[src/rtl/ascon_pkg.sv]
// Shared types, constants and helpers for the Ascon permutation core.
package ascon_pkg;

  // Five 64-bit words; index 0 is x0.
  typedef logic [4:0][63:0] state_t;

  localparam int unsigned NumRoundsFull = 12;

  // Linear-layer rotation pairs for words 0..4.
  localparam int unsigned RotA [5] = '{19, 61, 1, 10, 7};
  localparam int unsigned RotB [5] = '{28, 39, 6, 17, 41};

  typedef enum logic [1:0] {
    StIdle,
    StRun,
    StDone
  } fsm_e;

  // Round constant for round index idx: high nibble 15-idx, low nibble idx.
  function automatic logic [7:0] round_const(input logic [3:0] idx);
    logic [3:0] hi;
    hi = 4'hf - idx;
    return {hi, idx};
  endfunction

  // Rotate right; n is always in 1..63 here.
  function automatic logic [63:0] ror64(input logic [63:0] x, input int unsigned n);
    return (x >> n) | (x << (64 - n));
  endfunction

endpackage

[src/rtl/ascon_round.sv]
// One combinational Ascon round: constant addition, bitsliced S-box, linear layer.
module ascon_round
  import ascon_pkg::*;
(
  input  state_t     state_i,
  input  logic [3:0] rnd_i,
  output state_t     state_o
);

  state_t x;
  state_t t;

  // Full round computed in place on a working copy.
  always_comb begin
    x = state_i;
    t = '0;
    state_o = '0;
    x[2] = x[2] ^ {56'd0, round_const(rnd_i)};
    // S-box input mixing; x0 uses the x4 value before x4 is updated.
    x[0] = x[0] ^ x[4];
    x[4] = x[4] ^ x[3];
    x[2] = x[2] ^ x[1];
    for (int i = 0; i < 5; i++) begin
      t[i] = ~x[i] & x[(i + 1) % 5];
    end
    for (int i = 0; i < 5; i++) begin
      x[i] = x[i] ^ t[(i + 1) % 5];
    end
    x[1] = x[1] ^ x[0];
    x[0] = x[0] ^ x[4];
    x[3] = x[3] ^ x[2];
    x[2] = ~x[2];
    for (int i = 0; i < 5; i++) begin
      state_o[i] = x[i] ^ ror64(x[i], RotA[i]) ^ ror64(x[i], RotB[i]);
    end
  end

endmodule

[src/rtl/ascon_perm_core.sv]
// Iterative Ascon permutation with UNROLL rounds per clock and a valid/ready interface.
module ascon_perm_core
  import ascon_pkg::*;
#(
  parameter int unsigned UNROLL     = 1,
  parameter int unsigned MAX_ROUNDS = 12
) (
  input  logic       clk_i,
  input  logic       rst_i,
  input  logic       in_valid_i,
  output logic       in_ready_o,
  input  state_t     state_i,
  input  logic [3:0] rounds_i,
  output logic       out_valid_o,
  input  logic       out_ready_i,
  output state_t     state_o,
  output logic       busy_o,
  output logic       err_o
);

  if (!(UNROLL == 1 || UNROLL == 2 || UNROLL == 3 || UNROLL == 4 || UNROLL == 6))
  begin : g_bad_unroll
    $error("ascon_perm_core: UNROLL must be one of 1, 2, 3, 4, 6");
  end
  if (MAX_ROUNDS > NumRoundsFull) begin : g_bad_max_rounds
    $error("ascon_perm_core: MAX_ROUNDS must not exceed 12");
  end

  fsm_e       fsm_q, fsm_d;
  state_t     state_q, state_d;
  logic [3:0] r_q, r_d;
  logic       err_q, err_d;

  logic [3:0] remain;
  logic [3:0] k;
  logic       rounds_ok;
  state_t     stage_state [UNROLL+1];

  // Rounds left this cycle: the last step may be shorter than UNROLL.
  always_comb begin
    remain    = 4'd12 - r_q;
    k         = (remain < 4'(UNROLL)) ? remain : 4'(UNROLL);
    rounds_ok = (rounds_i != 4'd0) && (32'(rounds_i) <= MAX_ROUNDS);
  end

  assign stage_state[0] = state_q;

  for (genvar j = 0; j < UNROLL; j++) begin : g_stage
    state_t     rnd_out;
    logic [3:0] rnd_idx;
    // Index may wrap on bypassed stages; their output is discarded.
    assign rnd_idx = r_q + 4'(j);
    ascon_round u_round (
      .state_i (stage_state[j]),
      .rnd_i   (rnd_idx),
      .state_o (rnd_out)
    );
    assign stage_state[j+1] = (4'(j) < k) ? rnd_out : stage_state[j];
  end

  // Next-state logic for the IDLE -> RUN -> DONE handshake.
  always_comb begin
    fsm_d   = fsm_q;
    state_d = state_q;
    r_d     = r_q;
    err_d   = 1'b0;
    unique case (fsm_q)
      StIdle: begin
        if (in_valid_i) begin
          if (rounds_ok) begin
            state_d = state_i;
            r_d     = 4'd12 - rounds_i;
            fsm_d   = StRun;
          end else begin
            err_d = 1'b1;
          end
        end
      end
      StRun: begin
        state_d = stage_state[UNROLL];
        r_d     = r_q + k;
        if (r_d == 4'd12) begin
          fsm_d = StDone;
        end
      end
      StDone: begin
        if (out_ready_i) begin
          fsm_d = StIdle;
        end
      end
      default: fsm_d = StIdle;
    endcase
  end

  // State registers with asynchronous clear.
  always_ff @(posedge clk_i or posedge rst_i) begin
    if (rst_i) begin
      fsm_q   <= StIdle;
      state_q <= '0;
      r_q     <= 4'd0;
      err_q   <= 1'b0;
    end else begin
      fsm_q   <= fsm_d;
      state_q <= state_d;
      r_q     <= r_d;
      err_q   <= err_d;
    end
  end

  assign in_ready_o  = (fsm_q == StIdle);
  assign out_valid_o = (fsm_q == StDone);
  assign busy_o      = (fsm_q == StRun) || (fsm_q == StDone);
  assign err_o       = err_q;
  assign state_o     = state_q;

endmodule

[config.mk]
export PLATFORM = sky130hd
export DESIGN_NAME = ascon_perm_core
export DESIGN_NICKNAME = d
export VERILOG_FILES = /design/src/rtl/ascon_pkg.sv /design/src/rtl/ascon_round.sv /design/src/rtl/ascon_perm_core.sv
export SDC_FILE = /design/constraint.sdc
export NUM_CORES = 2
export LEC_CHECK = 0
export CAP_MARGIN = 20
export CORE_UTILIZATION = 35
export DETAILED_ROUTE_END_ITERATION = 12
export GPL_TIMING_DRIVEN = 0
export PLACE_DENSITY = 0.68
export SLEW_MARGIN = 40
export SYNTH_ARGS = -nofsm -noshare
export SYNTH_HDL_FRONTEND = slang
export SYNTH_SLANG_ARGS = --single-unit
[constraint.sdc]
create_clock -name clk_i -period 16.36 [get_ports clk_i]
set_input_delay 3.272 -clock clk_i [delete_from_list [all_inputs] [get_ports clk_i]]
set_output_delay 3.272 -clock clk_i [all_outputs]
set_load 0.01 [all_outputs]
# == Word level (Yosys, flattened, before mapping) ==
# Index checks and enable logic that the tools add are counted.
# classes
add_sub_neg,4
magnitude_cmp,3
n_eq_ne,8
muxes,16
n_bitwise,43
reduce_logical,8
# ops
op,n
$xor 64x64->64,21
$mux 320,3
$pmux 320 s2,1
$not 64->64,6
$and 64x64->64,5
$or 23x64->64,1
$or 25x64->64,1
$or 3x64->64,1
$or 36x64->64,1
$or 45x64->64,1
$or 47x64->64,1
$or 54x64->64,1
$or 57x64->64,1
$or 58x64->64,1
$or 63x64->64,1
$xor 64x8->64,1
$mux 4,3
$sub 4x4->4 const A,3
$mux 2,4
$pmux 4 s2,1
$reduce_and 4->1,2
$ne 2x2->1 const B,3
$pmux 2 s3,1
$add 4x4->4,1
14 further kinds,17
# totals
ff_bits,327
input_bits,328
out_inout_bits,324
elab_cells,90

# == Depth between registers and ports, before layout ==
# logic_depth
ltp_word,12
mapped_depth,12
ltp_nobuf,8

# == Hierarchy ==
# From an unflattened synthesis, not the netlist that was laid out.
# unflattened
hier_cells,2672
hier_area_um2,32573.7
# by_module_without_submodules
module,n_inst,cells_each,area_each_um2,seq_area_each_um2
ascon_perm_core,1,1107,16493.3,8182.8
ascon_round,1,1565,16080.4,0.0

# == Least setup slack after synthesis ==
# Ideal clock, no wire load.
# synth_timing
kind,input-to-reg
start,input rounds_i[0]
end,"register state_q, in the netlist state_o[282]"
setup_ps,131
arrival_time_ps,4864
t_required_ps,16229
path_slack_ps,11366
stages,12
path_buffers,4
cell_sequence,inv_1 > ha_1 > nor3b_1 > a21oi_2 > a31o_1 > buf_4 > and2_1 > buf_6 > nand2_1 > buf_4 > buf_6 > o211ai_1
# synth_via
elab_chain_len,4
elab_cells_between_ends,5
classes_between,1 x order compare; 1 x eq/ne; 3 x reduce/logical
# synth_lines
item,line,text
"start, declared",ascon_perm_core.sv:13,"input logic [3:0] rounds_i,"
$le 4x4->1 or $reduce_bool 4->1 (tied branches),ascon_perm_core.sv:43,rounds_ok = (rounds_i != 4'd0) && (32'(rounds_i) <= MAX_ROUNDS);
$logic_and 1x1->1 *,ascon_perm_core.sv:43,
$ne 2x1->1 (no line) *,n/a,
$reduce_and 4->1 (no line) *,n/a,
"end signal, assigned",ascon_perm_core.sv:104,state_q <= state_d;
"end, declared",ascon_perm_core.sv:30,"state_t state_q, state_d;"
# Mark *: on every way between the ends. The rest lies on a longest branch, timed or not.
# A chain may end at the register's enable or synchronous reset.

# == Worst setup path in the final report ==
# layout_timing
start,input rounds_i[0]
end,"register state_q, in the netlist state_o[103]"
# Same word-level chain as after synthesis.

==> flow_summary.ini <==
[setup_path]
critPathKind = input port to register
arrival_ns = 6.83
r2r_slack_ns = 12.51
ff2ff_path_depth = 10
cp-start-kind = input port
r2r_end = state_o[12]
crit_required_ns = 16.87
setup.worst_path.end_class = register
crit-reg2reg-launch = fsm_q[1]
cp-endpoint = state_o[103]
crit_fanout = 11
worstSetupStartpoint = rounds_i[0]

[yosys]
synth_top_area_cell = dfrtp_1
yosysSeqAreaShare = 0.268
synthTopCellsByArea = dfrtp_1 27%, xnor2_1 19%, xor2_1 7.9%, xnor3_1 6.4%, nand2_1 5.8%
syn_inst = 3278
synth_seq_cells = 327
yosys.area.top_type_share = 0.268
ys_warn_count = 0
syn_nets = 3740
synth_area_sq_um = 30500
synthDistinctLibCells = 42
postSynthAreaPerCell_sq_um = 9.30

[place]
gp_congestion = 1.08
hpwl_microns = 147000
place_ws_ns = 9.56
place_area_sq_um = 39500
io_buffers = 651
place_inst = 5079

[layout]
design_area_sq_um = 41100
layout_common_cells = 651 x clkdlybuf4s50_1, 568 x xnor2_1, 471 x nand2_1, 327 x dfrtp_1, 232 x xor2_1
drive_above_1_share = 0.0840
layout.nets = 4442
instances_no_fill = 5168
layout_commonest_cell = clkdlybuf4s50_1
syn_to_final_growth_pct = 34.6

[floorplan]
num_io_pins = 652
initial_core_util = 0.356
core_area_sq_um = 85700
floorplan.die.height_microns = 297
die_w_microns = 297
rows = 107
die-area_sq_um = 88300

[clock_tree]
clkTransAtPathRegs_ns = 0.06
htreeDepth = 2
clock_latency_ns = 0.60
cts_setup_buffers = 0
cts_tree = done
cts_buffers = 43
ctsResizeCount = 0
clk_path_buf_depth = 3
cts.sinks = 327
cts_hold_buf = 0
cts_root_buffer = clkbuf_16

[sta]
max_freq_mhz = 158
tns_ns = 0
maxSlewViolCount = 0
rsz0062_at_grt = false
setup_viol = 0
slew_headroom = 0.311
skew_ns = 0.0237
tightest_slew_ns = 1.03
layout_setup_ws_ns = 10.04
min_period_ns = 6.32
post-route-period-util = 0.386
finalHoldViolations = 0

[detailed_routing]
dr.pass1.iters = 8
antenna_left = 0
drtIter0Drc = 3485
wl_per_cell_microns = 34.0
route.vias.total = 29100
drc = 0
vias_per_cell = 5.63
routed_wl_microns = 176000

[global_routing]
grt.overflow.total = 0
grt_max_degree = 73
grt_first_pass_wirelength_microns = 234000
grt_pass1_vias = 28000
grtUsageTotal = 0.386
antenna_found_initial = 18

[run]
maxCapViolCount = 0

[hold_path]
hold_path.class = register to register

[run_status]
status = complete, no violations
-- per-stage QoR --
step | utilization | hold slack, ns
after floorplan | - | 0.486
after global placement | 0.449 | 0.512
after detailed placement | 0.461 | 0.513
after CTS | 0.478 | 0.527
after global routing | 0.479 | 0.551
final | 0.479 | 0.525
-- cells by family (layout without fill, tap and decap cells) --
logic type / count (synthesis) / in the layout / share of synthesized area
buffers and inverters: 305 / 1040 / 0.0433
adder cells (fa/ha/maj): 159 / 159 / 0.0635
flip-flops: 327 / 327 / 0.268
multiplexers: 90 / 90 / 0.0296
XOR/XNOR: 1075 / 1075 / 0.367
AO/OA/AOI/OAI: 495 / 495 / 0.0989
AND/OR/NAND/NOR: 827 / 827 / 0.129
other: 0 / 11 / 0
-- worst min path at each step --
stage                 startpoint            to  slack, ns  cells past startpoint
floorplan               fsm_q[1]      fsm_q[1]       0.49                      1
global placement    state_o[128]  state_o[128]       0.51                      2
detailed placement  state_o[128]  state_o[128]       0.51                      2
CTS                 state_o[128]  state_o[128]       0.53                      2
global route        state_o[128]  state_o[128]       0.55                      2
finish              state_o[128]  state_o[128]       0.52                      2
-- routing by layer --
layer,part of all wire,track usage,wire length [microns]
met4,0.070,0.232,12300
met1,0.38,0.476,67000
met5,0.00046,0,81
met3,0.10,0.107,18400
met2,0.44,0.599,77800
-- Yosys cell counts (all sizes together) --
| library cell | n |
|---|---|
| dfrtp | 327 |
| and3 | 1 |
| nand3b | 155 |
| a31o | 1 |
| nand2 | 472 |
| and2 | 30 |
| a21oi | 53 |
| xnor2 | 689 |
| a211o | 8 |
| mux2 | 1 |
| ha | 134 |
| o21ai | 206 |
| o22a | 1 |
| xnor3 | 87 |
| inv | 161 |
| mux2i | 89 |
| xor2 | 285 |
| a31oi | 29 |
| xor3 | 14 |
| o211ai | 155 |
| o32ai | 1 |
| o22ai | 40 |
| a21o | 1 |
| clkbuf | 82 |
| maj3 | 25 |
| nor2 | 98 |
| nand2b | 57 |
| buf | 62 |
| nand3 | 2 |
| nor2b | 11 |
| nor3b | 1 |
-- critical path, stage by stage --
cell and delay [ns]:
clkdlybuf4s50_1 0.46, inv_1 0.08, ha_1 0.20, nor3b_1 0.24, a21oi_2 0.08, a31o_1 0.23
buf_4 0.21, nand2_2 0.54, buf_4 0.42, buf_4 0.45, buf_2 0.38, nand2_1 0.11
o21ai_0 0.09
-- state kept, by name, summed over array words and instances, names as in the netlist --
name	flops
state_o	320
r_q	4
fsm_q	2
err_o	1
-- layout make-up --
cell class              instances  area [sq um]
fillers                      8239         44600
multi-input cells            2646         21900
flip-flops and latches        327          8180
repair buffers                657          6670
well taps                    1144          1430
clock buffers                  60          1250
plain buffers                 144           732
inverters                     161           612
clock inverters                18           229
diodes                         11          27.5
Power is not shown: default switching activity piles up to over one toggle a cycle in this logic, so the estimate is an artifact.
